--- src/rtl/lif_neuron.sv ---
// Leaky integrate-and-fire neuron: weighted presynaptic sum, shift leak, threshold fire, refractory hold.
// Weights live locally and are rewritten through a single-entry load port.
module lif_neuron #(
    parameter int NUM_PRE        = 5,
    parameter int W_WIDTH        = 8,
    parameter int V_WIDTH        = 12,
    parameter int THRESHOLD      = 200,
    parameter int LEAK_SHIFT     = 3,
    parameter int REFRACT_CYCLES = 4,
    parameter int W_INIT         = 40
) (
    input  logic               clk,
    input  logic               rst_n,
    input  logic [NUM_PRE-1:0] pre_spike,
    input  logic               w_load_en,
    input  logic [2:0]         w_load_idx,
    input  logic [W_WIDTH-1:0] w_load_val,
    output logic               post_spike,
    output logic [V_WIDTH-1:0] membrane,
    output logic [1:0]         state,
    output logic               refractory
);

    typedef enum logic [1:0] {
        ST_INTEGRATE = 2'd0,
        ST_FIRE      = 2'd1,
        ST_REFRACT   = 2'd2
    } state_t;

    // Two spare bits hold leaked potential plus a full all-inputs sum before clamping.
    localparam int ACC_W = V_WIDTH + 2;
    localparam int CNT_W = (REFRACT_CYCLES > 1) ? $clog2(REFRACT_CYCLES) : 1;
    localparam logic [CNT_W-1:0]   CNT_LOAD = (REFRACT_CYCLES > 0) ? CNT_W'(REFRACT_CYCLES - 1) : '0;
    localparam logic [V_WIDTH-1:0] V_MAX    = '1;
    localparam logic [V_WIDTH-1:0] V_THRESH = V_WIDTH'(THRESHOLD);
    localparam logic [W_WIDTH-1:0] W_RESET  = W_WIDTH'(W_INIT);

    state_t               state_q, state_d;
    logic [V_WIDTH-1:0]   membrane_q, membrane_d;
    logic                 post_q, post_d;
    logic [CNT_W-1:0]     cnt_q, cnt_d;
    logic [W_WIDTH-1:0]   weight_q [NUM_PRE];

    logic [ACC_W-1:0]     syn_sum;
    logic [V_WIDTH-1:0]   v_decayed;
    logic [ACC_W-1:0]     v_raw;
    logic [V_WIDTH-1:0]   v_next;

    always_comb begin
        syn_sum = '0;
        for (int i = 0; i < NUM_PRE; i++) begin
            if (pre_spike[i]) begin
                syn_sum = syn_sum + ACC_W'(weight_q[i]);
            end
        end
    end

    // Truncating leak: potentials below 2^LEAK_SHIFT never decay away on their own.
    always_comb begin
        v_decayed = membrane_q - (membrane_q >> LEAK_SHIFT);
        v_raw     = ACC_W'(v_decayed) + syn_sum;
        if (v_raw > ACC_W'(V_MAX)) begin
            v_next = V_MAX;
        end else begin
            v_next = v_raw[V_WIDTH-1:0];
        end
    end

    always_comb begin
        state_d    = state_q;
        membrane_d = membrane_q;
        post_d     = 1'b0;
        cnt_d      = cnt_q;
        case (state_q)
            ST_INTEGRATE: begin
                if (v_next >= V_THRESH) begin
                    membrane_d = '0;
                    state_d    = ST_FIRE;
                    post_d     = 1'b1;
                end else begin
                    membrane_d = v_next;
                end
            end
            ST_FIRE: begin
                membrane_d = '0;
                if (REFRACT_CYCLES > 0) begin
                    state_d = ST_REFRACT;
                    cnt_d   = CNT_LOAD;
                end else begin
                    state_d = ST_INTEGRATE;
                end
            end
            ST_REFRACT: begin
                membrane_d = '0;
                if (cnt_q == '0) begin
                    state_d = ST_INTEGRATE;
                end else begin
                    cnt_d = cnt_q - 1'b1;
                end
            end
            default: begin
                membrane_d = '0;
                state_d    = ST_INTEGRATE;
            end
        endcase
    end

    always_ff @(posedge clk) begin
        if (!rst_n) begin
            state_q    <= ST_INTEGRATE;
            membrane_q <= '0;
            post_q     <= 1'b0;
            cnt_q      <= '0;
        end else begin
            state_q    <= state_d;
            membrane_q <= membrane_d;
            post_q     <= post_d;
            cnt_q      <= cnt_d;
        end
    end

    // Out-of-range indices match no entry, so they fall through without effect.
    always_ff @(posedge clk) begin
        for (int i = 0; i < NUM_PRE; i++) begin
            if (!rst_n) begin
                weight_q[i] <= W_RESET;
            end else if (w_load_en && (w_load_idx == 3'(i))) begin
                weight_q[i] <= w_load_val;
            end
        end
    end

    assign post_spike = post_q;
    assign membrane   = membrane_q;
    assign state      = state_q;
    assign refractory = (state_q == ST_REFRACT);

endmodule
--- config.mk ---
export PLATFORM = sky130hd
export DESIGN_NAME = lif_neuron
export DESIGN_NICKNAME = d
export VERILOG_FILES = /design/src/rtl/lif_neuron.sv
export SDC_FILE = /design/constraint.sdc
export NUM_CORES = 1
export LEC_CHECK = 0
export ABC_CLOCK_PERIOD_IN_PS = 18500
export BUFFER_PORTS_ARGS = -buffer_cell sky130_fd_sc_hd__buf_2
export CAP_MARGIN = 25
export CORE_MARGIN = 1.5
export CORE_UTILIZATION = 40
export DETAILED_ROUTE_END_ITERATION = 8
export GPL_ROUTABILITY_DRIVEN = 0
export GPL_TIMING_DRIVEN = 0
export PLACE_DENSITY = 0.56
export SYNTH_ARGS = -nofsm -noshare
export SYNTH_HDL_FRONTEND = slang
export SYNTH_SLANG_ARGS = --single-unit
--- constraint.sdc ---
create_clock -name clk -period 18.5 [get_ports clk]
set_input_delay 2.775 -clock clk [delete_from_list [all_inputs] [get_ports clk]]
set_output_delay 2.775 -clock clk [all_outputs]
set_load 0.1 [all_outputs]
# ---- After elaboration in Yosys (flattened, before gate mapping)
# Memories as Yosys holds them, arrays and structs flattened.
# Cells that the tools add are included.
dict set report totals {
  ff_bits 17
  wordCells 76
  output_inout_bits 16
  input_bits 19
  ram_bits 40
  n_memories 1
}
dict set report op_classes {
  add_sub_neg 7
  bitwise 7
  mux 33
  n_eq_ne 9
  n_reduce_logical 13
  order_cmp 2
}
# name words width read_ports rd_ports_with_merged_regs write_ports line
set mem_list {}
lappend mem_list {weight_q 5 8 5 0 5 42} ;# logic [W_WIDTH-1:0] weight_q [NUM_PRE];
# operator n
set ops {}
lappend ops {{adder 14 x 8 -> 14 bit} 4}
lappend ops {{two-way mux 14 bit} 4}
lappend ops {{two-way mux 8 bit} 6}
lappend ops {{two-way mux 1 bit} 17}
lappend ops {{adder 12 x 14 -> 14 bit} 1}
lappend ops {{greater-than comparator 14 x 12 -> 1 bit, second input constant} 1}
lappend ops {{greater-or-equal comparator 12 x 8 -> 1 bit, second input constant} 1}
lappend ops {{two-way mux 12 bit} 1}
lappend ops {{subtractor 12 x 9 -> 12 bit} 1}
lappend ops {{== test 3 x 2 -> 1 bit, second input constant} 2}
lappend ops {{two-way mux 2 bit} 3}
lappend ops {{case mux 2 bit (3 select lines)} 1}
lappend ops {{AND reduction 2 bit} 3}
lappend ops {{logical AND 1 bit} 5}
lappend ops {{OR 1 bit} 5}
lappend ops {{logical NOT 2 bit} 2}
lappend ops {{inequality test 2 bit, second input constant} 2}
lappend ops {{case mux 2 bit (2 select lines)} 1}
lappend ops {{== test 3 x 1 -> 1 bit, second input constant} 1}
lappend ops {{== test 3 bit, second input constant} 1}
lappend ops {{logical NOT 3 bit} 1}
lappend ops {{OR reduction 3 bit} 1}
lappend ops {{== test 2 x 1 -> 1 bit, second input constant} 1}
lappend ops {{== test 2 bit, second input constant} 1}
lappend ops {{other kinds (4)} 5}

# ---- Depth between registers and ports, before layout
# Gate-level depths: netlist of the first run.
# An unclocked memory read counts as a cell.
dict set report logic_depth {
  ltp_word 16
  depth_mapped 38
  ltp_nobuf 37
}

# ---- Least setup slack after synthesis of the first run
# Ideal clock, no wire load.
dict set report synth_path {
  path_type {input port to flip-flop}
  start {input port pre_spike[0]}
  end {register membrane_q[2] (netlist: membrane[2])}
  slack_ps 8687
  n_path_buf 1
  setup_time_ps 79
  t_arrival_ps 9734
  path_stages 32
  cell_sequence {buf_2 -> and2_1 -> ha_1 -> fa_1 -> maj3_1 -> nand3_1 -> a21boi_0 -> o31ai_1 -> ha_1 -> a21oi_1 -> xnor2_1 -> mux2_2 -> ha_1 -> or2_2 -> o221a_2 -> nor2_1 -> xnor2_1 -> mux2_2 -> ha_1 -> nand3_1 -> nand3_1 -> nor3_1 -> a21o_1 -> a211o_1 -> a221o_1 -> ha_1 -> a21oi_1 -> xnor2_1 -> or4_4 -> a221oi_4 -> nand3_4 -> nor3_1}
}
dict set report synth_via {
  elab_chain_len 14
}
# element line
set synth_rtl {}
lappend synth_rtl {{start: declaration} 14} ;# input logic [NUM_PRE-1:0] pre_spike,
lappend synth_rtl {{two-way mux 8 bit (*)} 52} ;# if (pre_spike[i]) begin
lappend synth_rtl {{adder 14 x 8 -> 14 bit} 53} ;# syn_sum = syn_sum + ACC_W'(weight_q[i]);
lappend synth_rtl {{two-way mux 14 bit (*)} 52}
lappend synth_rtl {{adder 14 x 8 -> 14 bit} 53}
lappend synth_rtl {{two-way mux 14 bit (*)} 52}
lappend synth_rtl {{adder 14 x 8 -> 14 bit} 53}
lappend synth_rtl {{two-way mux 14 bit (*)} 52}
lappend synth_rtl {{adder 14 x 8 -> 14 bit} 53}
lappend synth_rtl {{two-way mux 14 bit (*)} 52}
lappend synth_rtl {{adder 12 x 14 -> 14 bit (*)} 61} ;# v_raw = ACC_W'(v_decayed) + syn_sum;
lappend synth_rtl {{greater-than comparator 14 x 12 -> 1 bit} 62} ;# if (v_raw > ACC_W'(V_MAX)) begin
lappend synth_rtl {{two-way mux 12 bit (*)} 62}
lappend synth_rtl {{greater-or-equal comparator 12 x 8 -> 1 bit} 76} ;# if (v_next >= V_THRESH) begin
lappend synth_rtl {{OR reduction 3 bit (no line)} n/a}
lappend synth_rtl {{end signal: assignment} 116} ;# membrane_q <= membrane_d;
lappend synth_rtl {{end: declaration} 39} ;# logic [V_WIDTH-1:0] membrane_q, membrane_d;
# Mark *: on every way between the ends. The rest lies on a longest branch, timed or not.
# A chain may end at the register's enable or synchronous reset.

# ---- Worst setup path after layout of the first run
dict set report layout_path {
  start {input port pre_spike[0]}
  end {register membrane_q[4] (netlist: membrane[4])}
}
# The elaborated chain is that of the path after synthesis.

==> results of run 1 <==
==> registers in the layout, indices dropped and copies added, names as in the netlist <==
| name | flops |
|---|---|
| state | 2 |
| post_spike | 1 |
| weight_q | 40 |
| membrane | 12 |
| cnt_q | 2 |
==> per-layer routing <==
layer  up-vias  routed length, um  global-route usage (%)
li1       2121                  -                       -
met1      1849               6042                   26.68
met2        51               4601                   26.39
met3        14                259                   2.478
met4         0                186                   5.926
met5         -                  0                       0
==> synthesized netlist by cell type, drive strengths merged, types with 15 or more instances <==
master,count,share of area [%]
a21o,15,2.2
edfxtp,40,24
nand2,37,2.8
mux2,15,3.4
nor2,30,2.2
nor3,22,2.2
inv,44,3.3
dfxtp,17,6.8
a21oi,35,3.6
xnor2,27,4.7
ha,53,13
o21ai,41,4.1
and2,33,4.1
==> worst max-delay path: cells and delay by family <==
| family | cells | cell delay [ps] |
|---|---|---|
| AO/OA/AOI/OAI | 12 | 2870 |
| XOR/XNOR | 2 | 260 |
| adder cells (fa/ha/maj) | 7 | 2440 |
| buffers and inverters | 2 | 310 |
| multiplexers | 1 | 280 |
| AND/OR/NAND/NOR | 10 | 1840 |
==> final timing paths <==
| check | startpoint | to | slack [ps] |
|---|---|---|---|
| setup / recovery | pre_spike[0] | membrane[4] | 7950 |
| hold / removal | state[1] | cnt_q[0] | 530 |
| hold reg to reg | state[1] | cnt_q[0] | 530 |
| setup reg to reg | weight_q[0][0] | membrane[4] | 10340 |
==> cell type report <==
| cell class | count | area share (%) |
|---|---|---|
| Multi-Input combinational cell | 450 | 57.27 |
| Sequential cell | 57 | 26.79 |
| Clock inverter | 5 | 1.392 |
| Clock buffer | 11 | 4.218 |
| Tap cell | 168 | 3.653 |
| Inverter | 44 | 2.870 |
| Buffer | 7 | 0.5001 |
| Timing Repair Buffer | 38 | 3.305 |
==> kinds of logic after synthesis <==
family          after synthesis  synth area share [%]
compound gates              152                 20.38
xor+xnor                     38                 6.635
fa+ha+maj                    60                 15.81
buf+inv                      51                 3.866
flops                        57                 30.73
mux                          19                 4.166
other cells                   1               0.07476
simple gates                176                 18.33
==> power groups by stage <==
stage	Sequential [mW]	Combinational [mW]	Clock (mW)
2_1_floorplan	0.198	0.343	0
3_3_place_gp	0.163	0.449	0
3_5_place_dp	0.163	0.457	0
4_1_cts	0.160	0.460	0.181
5_1_grt	0.162	0.516	0.187
6_report	0.160	0.461	0.179
==> reports/metrics.sh, run 1 <==
DESIGN.PORTCOUNT=35
GRTUSAGETOTAL_PCT=17.83
IO_BUFFERS=33
FLOORPLAN.ROWS=40
INITIAL_CORE_UTIL_PCT=41.42
NET-SWITCHING-POWER_uW=344.2
WORST_SETUP_PATH_END_KIND='flop'
FINAL.SETUP.TNS_PS=0
POWER.SHARE.SEQUENTIAL_PCT=20.0
TIMING.REG2REG.WORST_PATH_DEPTH=32
PRECTSSETUPSLACK_PS=7704
NETLIST_INSTANCES=554
ROUTED_WL_UM=11090
REPORT.FINAL.SLEW_VIOL_COUNT=0
LEAK_PWR_nW=2.462
TIMING.FINAL.WS_SETUP_PS=7952
PWR-SHARE-CLK_PCT=22.4
POSTLAYOUTCELLAREA_SQ_UM=5754
STARTPOINT_TYPE='input port'
PATH_CLK_SLEW_PS=50
FRACTION_OF_FINAL_LAYOUT_CELLS_SIZED_BEYOND_DRIVE_STRENGTH_1_PCT=13.56
PWR-SHARE-COMB_PCT=57.6
GRT_FIRST_PASS_WIRELENGTH_UM=18430
MAXCLOCKFREQUENCY_MHz=94.81
SYNTH-SEQ-CELLS=57
WL_PER_CELL_UM=14.22
POSTCTSRESIZEDCELLS=0
MOST_COMMON_CELL_AFTER_LAYOUT_FILL_AND_TAPS_ASIDE='ha_1'
ANT_NETS=0
RUN_STATUS='finished, final reports clean'
FLOW.AREA_GROWTH_FROM_SYNTHESIS_PCT=14.72
DETAILED_PLACE_HPWL_UM=8927
CRITICAL-PATH-SLOWEST-CELL='o31ai_1'
CLOCK_SINK_COUNT=57
CELLINTERNALPOWER_uW=456.3
MOST_INSTANTIATED_FLIP_FLOP_CELL_IN_THE_SYNTHESIS_NETLIST='edfxtp_1'
ANTENNADIODECOUNT=0
INITIAL_ANTENNA_VIOLATION_COUNT=0
FIN_SKEW_PS=8.636
HOLD_VIOL_FINAL=0
SWITCHING_SHARE_PCT=43.00
DIE_Y_UM=115.0
SYNTH.DISTINCT_CELLS=61
FINALWORSTPATHREQUIREDPERIOD_PS=10550
DRT-PASS1-ITER-COUNT=4
MULTI_INPUT_COMB_AREA_SQ_UM=3296
SYNTH-SEQ-AREA-SHARE_PCT=30.73
OVERFLOW=0
DRCVIOLATIONCOUNT=0
ROUTE.VIAS.TOTAL=4035
POST-LAYOUT-TOTAL-POWER_uW=800.5
PERIOD_SHARE_PCT=57.01
POSTSYNTH.ASYNCRESETSHARE_PCT=0
NUM-NETS-FINAL=685
STARTPOINT_TO_ENDPOINT_CLASS_OF_THE_CRITICAL_PATH='input port to flop'
GRT_MAX_DEGREE=12
CRITPATHARRIVALTIME_PS=10790
WORST_HOLD_MARGIN_PS=526.7
DP_CELLS=762
PLACEDINSTANCEAREA_SQ_UM=5421
DIE_X_UM=115.0
CLOCK-ROOT-BUFFER='clkbuf_16'
CRITICAL_PATH.MAX_FANOUT=10
PATH_COMMON_CELL='ha_1'
CTS_TREE='done'
PWR_DENSITY_CELL_nW_PER_UM2=139.1
UTILIZATION_PCT=47.51
CTS-BUFFERS-INSERTED=9
REQUIRED_PS=18740
POST_SYNTH.CELL_AREA_AVG_SQ_UM=9.054
FINAL-INSTANCE-COUNT-EXCL-FILL=780
POSTCTSSETUPREPAIRBUFS=0
LAYOUT.CELLS.MOST_COMMON_LIST='ha_1 (53), inv_1 (43), buf_2 (40), edfxtp_1 (40)'
MAXCAPVIOLCOUNT=0
NUMBER_OF_BUFFERS_ADDED_TO_FIX_HOLD_VIOLATIONS_AFTER_CTS=0
WORST_SLEW_SLACK_AS_A_FRACTION_OF_ITS_LIMIT_PCT=54.08
REGISTER_AREA_SQ_UM=1541
GRT_SETUP_UNREPAIRED='no'
CP_SLOWEST_STAGE_DELAY_PS=480
VDD_DROP_MAX_mV=0.08148
VIASPERCELL=5.173
SYNTH-EDFF-COUNT=40
CORE-AREA_SQ_UM=12110
DIE_AREA_SQ_UM=13220
TIGHTESTPINTRANSITION_PS=683.5
HOLD_PATH_DEPTH=1
YOSYSWARNINGS=0
SETUP_VIOL=0
VIA_COUNT_OF_THE_FIRST_GLOBAL_ROUTING_PASS=3840
DRT_FIRST_ITER_VIOLATIONS=235
HP-CLASS='flop to flop'
CLOCK_INSERTION_DELAY_WORST_SKEW_PS=330
NUMBER_OF_LEVELS_THE_H_TREE_WAS_SPLIT_INTO=3
CLK_PATH_BUF_DEPTH=2
SYNTH.CELL_AREA_SQ_UM=5016
FILLERS=1229
No activity file was read; power rests on OpenSTA's default activity.
==> run 2, diff against run 1 <==
--- a/config.mk
+++ b/config.mk
@@ -5,7 +5,8 @@
 export SDC_FILE = /design/constraint.sdc
 export NUM_CORES = 1
 export LEC_CHECK = 0
-export ABC_CLOCK_PERIOD_IN_PS = 18500
+export ABC_AREA = 1
+export ABC_CLOCK_PERIOD_IN_PS = 8890
 export BUFFER_PORTS_ARGS = -buffer_cell sky130_fd_sc_hd__buf_2
 export CAP_MARGIN = 25
 export CORE_MARGIN = 1.5
@@ -13,7 +14,7 @@
 export DETAILED_ROUTE_END_ITERATION = 8
 export GPL_ROUTABILITY_DRIVEN = 0
 export GPL_TIMING_DRIVEN = 0
-export PLACE_DENSITY = 0.56
+export PLACE_DENSITY = 0.58
 export SYNTH_ARGS = -nofsm -noshare
 export SYNTH_HDL_FRONTEND = slang
 export SYNTH_SLANG_ARGS = --single-unit
==> constraint.sdc (replaced) <==
create_clock -name clk -period 8.89 [get_ports clk]
set_input_delay 1.3335 -clock clk [delete_from_list [all_inputs] [get_ports clk]]
set_output_delay 1.3335 -clock clk [all_outputs]
set_load 0.1 [all_outputs]
==> run 2 against run 1 <==
Synthesized cell count grew 27%. Hold slack lost 47 ps. Wire length grew 8.2%. Sequential cell count did not move. Register-to-register slack got worse by 8800 ps.
==> reports/metrics.sh, run 2 <==
POST_SYNTH.CELL_AREA_AVG_SQ_UM=7.281  # was 9.054 sq um
FLOW.AREA_GROWTH_FROM_SYNTHESIS_PCT=14.16  # was 14.72%
YOSYS-TOP-CELLS-COUNT='nand2_1 (174), inv_1 (112), nor2_1 (76)'  # was ha_1 (53), inv_1 (43), edfxtp_1 (40)
CTS-BUFFERS-INSERTED=9  # unchanged
WORST_HOLD_MARGIN_PS=479.2  # was 526.7 ps
MOST_INSTANTIATED_FLIP_FLOP_CELL_IN_THE_SYNTHESIS_NETLIST='edfxtp_1'  # unchanged
PWR_DENSITY_CELL_nW_PER_UM2=221.0  # was 139.1 nW/um^2
NUM-NETS-FINAL=829  # was 685
CRITICAL-PATH-SLOWEST-CELL='fa_1'  # was o31ai_1
LEAK_PWR_nW=2.941  # was 2.462 nW
DRT-PASS1-ITER-COUNT=5  # was 4
FILLERS=1256  # was 1229
FINALWORSTPATHREQUIREDPERIOD_PS=8190
YOSYSWARNINGS=0  # unchanged
REQUIRED_PS=9150  # was 18740 ps
CRITICAL_PATH.MAX_FANOUT=10  # unchanged
WL_PER_CELL_UM=12.93  # was 14.22 um
PERIOD_SHARE_PCT=92.13
FRACTION_OF_FINAL_LAYOUT_CELLS_SIZED_BEYOND_DRIVE_STRENGTH_1_PCT=11.24  # was 13.56%
YOSYS-TOP-CELLS-AREA='edfxtp_1 (23%), ha_1 (13%), nand2_1 (13%), inv_1 (8.2%), dfxtp_1 (6.6%)'  # was edfxtp_1 (24%), ha_1 (13%), dfxtp_1 (6.8%), xnor2_1 (4.7%), and2_1 (4.1%)
UTILIZATION_PCT=46.56  # was 47.51%
HOLD_PATH_DEPTH=2  # was 1
INITIAL_CORE_UTIL_PCT=40.79  # was 41.42%
DESIGN.PORTCOUNT=35  # unchanged
VIASPERCELL=4.846  # was 5.173
FINAL-INSTANCE-COUNT-EXCL-FILL=928  # was 780
CLOCK_SINK_COUNT=57  # unchanged
OVERFLOW=0  # unchanged
SETUP_VIOL=0  # unchanged
CORE-AREA_SQ_UM=12570  # was 12110 sq um
MOST_COMMON_CELL_AFTER_LAYOUT_FILL_AND_TAPS_ASIDE='nand2_1'  # was ha_1
REGISTERS.TOP_BY_FF_COUNT='weight_q'  # unchanged
ANTENNADIODECOUNT=0  # unchanged
GRTUSAGETOTAL_PCT=19.06  # was 17.83%
HOLD_VIOL_FINAL=0  # unchanged
STARTPOINT_TYPE='input port'  # unchanged
HP-CLASS='flop to flop'  # unchanged
LARGEST_REG_FLOPS=40  # unchanged
DIE_X_UM=116.2  # was 115.0 um
POSTCTSSETUPREPAIRBUFS=0  # unchanged
POSTCTSRESIZEDCELLS=0  # unchanged
DETAILED_PLACE_HPWL_UM=9832  # was 8927 um
FLOORPLAN.ROWS=41  # was 40
NUMBER_OF_BUFFERS_ADDED_TO_FIX_HOLD_VIOLATIONS_AFTER_CTS=0  # unchanged
SYNTH.CELL_AREA_SQ_UM=5126  # was 5016 sq um
INITIAL_ANTENNA_VIOLATION_COUNT=0  # unchanged
MAXCLOCKFREQUENCY_MHz=122.1
PATH_CLK_SLEW_PS=50  # about the same
GR_UTIL_MET2_PCT=27.53  # was 26.39%
RUN_STATUS='finished, final reports clean'  # unchanged
POSTLAYOUTCELLAREA_SQ_UM=5852  # was 5754 sq um
ANT_NETS=0  # unchanged
SYNTH-SEQ-CELLS=57  # unchanged
FINAL.SETUP.TNS_PS=0  # unchanged
VDD_DROP_MAX_mV=0.1661  # was 0.08148 mV
WORST_SETUP_PATH_END_KIND='flop'  # unchanged
SYNTH-EDFF-COUNT=40  # unchanged
PATH_COMMON_CELL='nand2_1'  # was ha_1
CLOCK_INSERTION_DELAY_WORST_SKEW_PS=340  # was 330 ps
DIE_AREA_SQ_UM=13500  # was 13220 sq um
CRITPATHARRIVALTIME_PS=8450  # was 10790 ps
HOLD_PATH.STARTPOINT='cnt_q[1]'  # was state[1]
R2R_START='weight_q[0][0]'  # unchanged
DRT_FIRST_ITER_VIOLATIONS=262  # was 235
REPORT.FINAL.SLEW_VIOL_COUNT=0  # unchanged
NUMBER_OF_LEVELS_THE_H_TREE_WAS_SPLIT_INTO=3  # unchanged
CLK_PATH_BUF_DEPTH=2  # unchanged
PLACEDINSTANCEAREA_SQ_UM=5517  # was 5421 sq um
USE_MET1_PCT=28.33  # was 26.68%
GRT_MAX_DEGREE=11  # was 12
DP_CELLS=912  # was 762
FIN_SKEW_PS=9.801  # was 8.636 ps
LAYOUT.CELLS.MOST_COMMON_LIST='nand2_1 (174), inv_1 (112), nor2_1 (76)'  # was ha_1 (53), inv_1 (43), buf_2 (40), edfxtp_1 (40)
VIA_COUNT_OF_THE_FIRST_GLOBAL_ROUTING_PASS=4099  # was 3840
YOSYS.CELL_COUNT.TOP_TYPE='nand2_1'  # was ha_1
GRT_FIRST_PASS_WIRELENGTH_UM=19690  # was 18430 um
GRT_SETUP_UNREPAIRED='no'  # unchanged
ROUTED_WL_UM=12000  # was 11090 um
CLOCK-ROOT-BUFFER='clkbuf_16'  # unchanged
TIMING.REG2REG.WORST_PATH_DEPTH=44  # was 32
DIE_Y_UM=116.2  # was 115.0 um
NETLIST_INSTANCES=704  # was 554
POSTSYNTH.ASYNCRESETSHARE_PCT=0  # unchanged
USE_MET3_PCT=3.840  # was 2.478%
CP_SLOWEST_STAGE_DELAY_PS=430  # was 480 ps
MULTI_INPUT_COMB_AREA_SQ_UM=3132  # was 3296 sq um
SYNTH_TOP_AREA_CELL='edfxtp_1'  # unchanged
ROUTE.VIAS.TOTAL=4497  # was 4035
CTS_TREE='done'  # unchanged
YOSYS.AREA.TOP_TYPE_SHARE_PCT=23.43  # was 23.95%
CRITICAL_PATH.STARTPOINT='pre_spike[0]'  # unchanged
DRCVIOLATIONCOUNT=0  # unchanged
REGISTER_AREA_SQ_UM=1541  # unchanged
SYNTH-SEQ-AREA-SHARE_PCT=30.07  # was 30.73%
STARTPOINT_TO_ENDPOINT_CLASS_OF_THE_CRITICAL_PATH='input port to flop'  # unchanged
GRT_MOST_USED_LAYER='met1'  # unchanged
SYNTH.DISTINCT_CELLS=41  # was 61
IO_BUFFERS=32  # was 33
MAXCAPVIOLCOUNT=0  # unchanged
==> run 2: cell types whose count changed after synthesis, moves of 10 or more <==
cell,before,now
nand2b_1,11,0
nor2b_1,10,0
xnor2_1,27,8
nor2_1,30,76
nand3_1,11,49
and2_1,33,6
nor3_1,22,4
mux2_2,15,0
o21ai_0,37,17
nand2_1,37,174
inv_1,43,112
a21o_1,15,1
==> run 2: per-layer routing <==
metal	vias up	wire, um
met2	97	4903
met4	0	157
met1	1997	6397
met5	-	0
met3	14	536
li1	2389	-
==> run 2: area by class of cell <==
type | instances | share of cell area, %
Timing Repair Buffer | 32 | 2.737
Buffer | 6 | 0.7483
Multi-Input combinational cell | 532 | 53.52
Clock buffer | 10 | 3.913
Tap cell | 172 | 3.678
Clock inverter | 6 | 1.817
Sequential cell | 57 | 26.34
Inverter | 113 | 7.248
==> run 2: path summary, 6_finish.rpt <==
path,end,slack (ps)
worst max-delay path,membrane[2],700
worst min-delay path,cnt_q[1],480
worst max register to register,membrane[2],1570
worst min register to register,cnt_q[1],480
==> run 2: cell families (layout without fill, tap and decap cells) <==
family | after synthesis | in the layout | synth area share (%)
AOI/OAI and AO/OA | 85 | 85 | 9.251
xor gates and xnor gates | 28 | 28 | 4.784
adders and majority gates | 59 | 59 | 15.28
buffers and inverters | 119 | 167 | 9.128
DFF | 57 | 57 | 30.07
other | 1 | 5 | 0.07315
and+or+nand+nor | 355 | 355 | 31.41
==> run 2: through the flow <==
stage | setup slack, ps | total power, mW
after floorplan | 1793 | 0.7878
final | 699.9 | 1.293
after global routing | 83.90 | 1.393
after CTS | 763.2 | 1.302
after global placement | 536.1 | 0.8857
after detailed placement | 440.8 | 0.8988
==> run 2: report_power, final <==
part / internal [mW] / switching, mW / total (mW)
sequential: 0.304 / 0.0127 / 0.317
combinational: 0.206 / 0.378 / 0.583
clock: 0.272 / 0.121 / 0.393
==> run 2: critical path: cells and delay by family <==
kind                     cells  cell delay [ps]
AO/OA/AOI/OAI                8             1620
XOR/XNOR                     1              130
adder cells (fa/ha/maj)      6             2020
buffers and inverters        7              600
AND/OR/NAND/NOR             24             2730
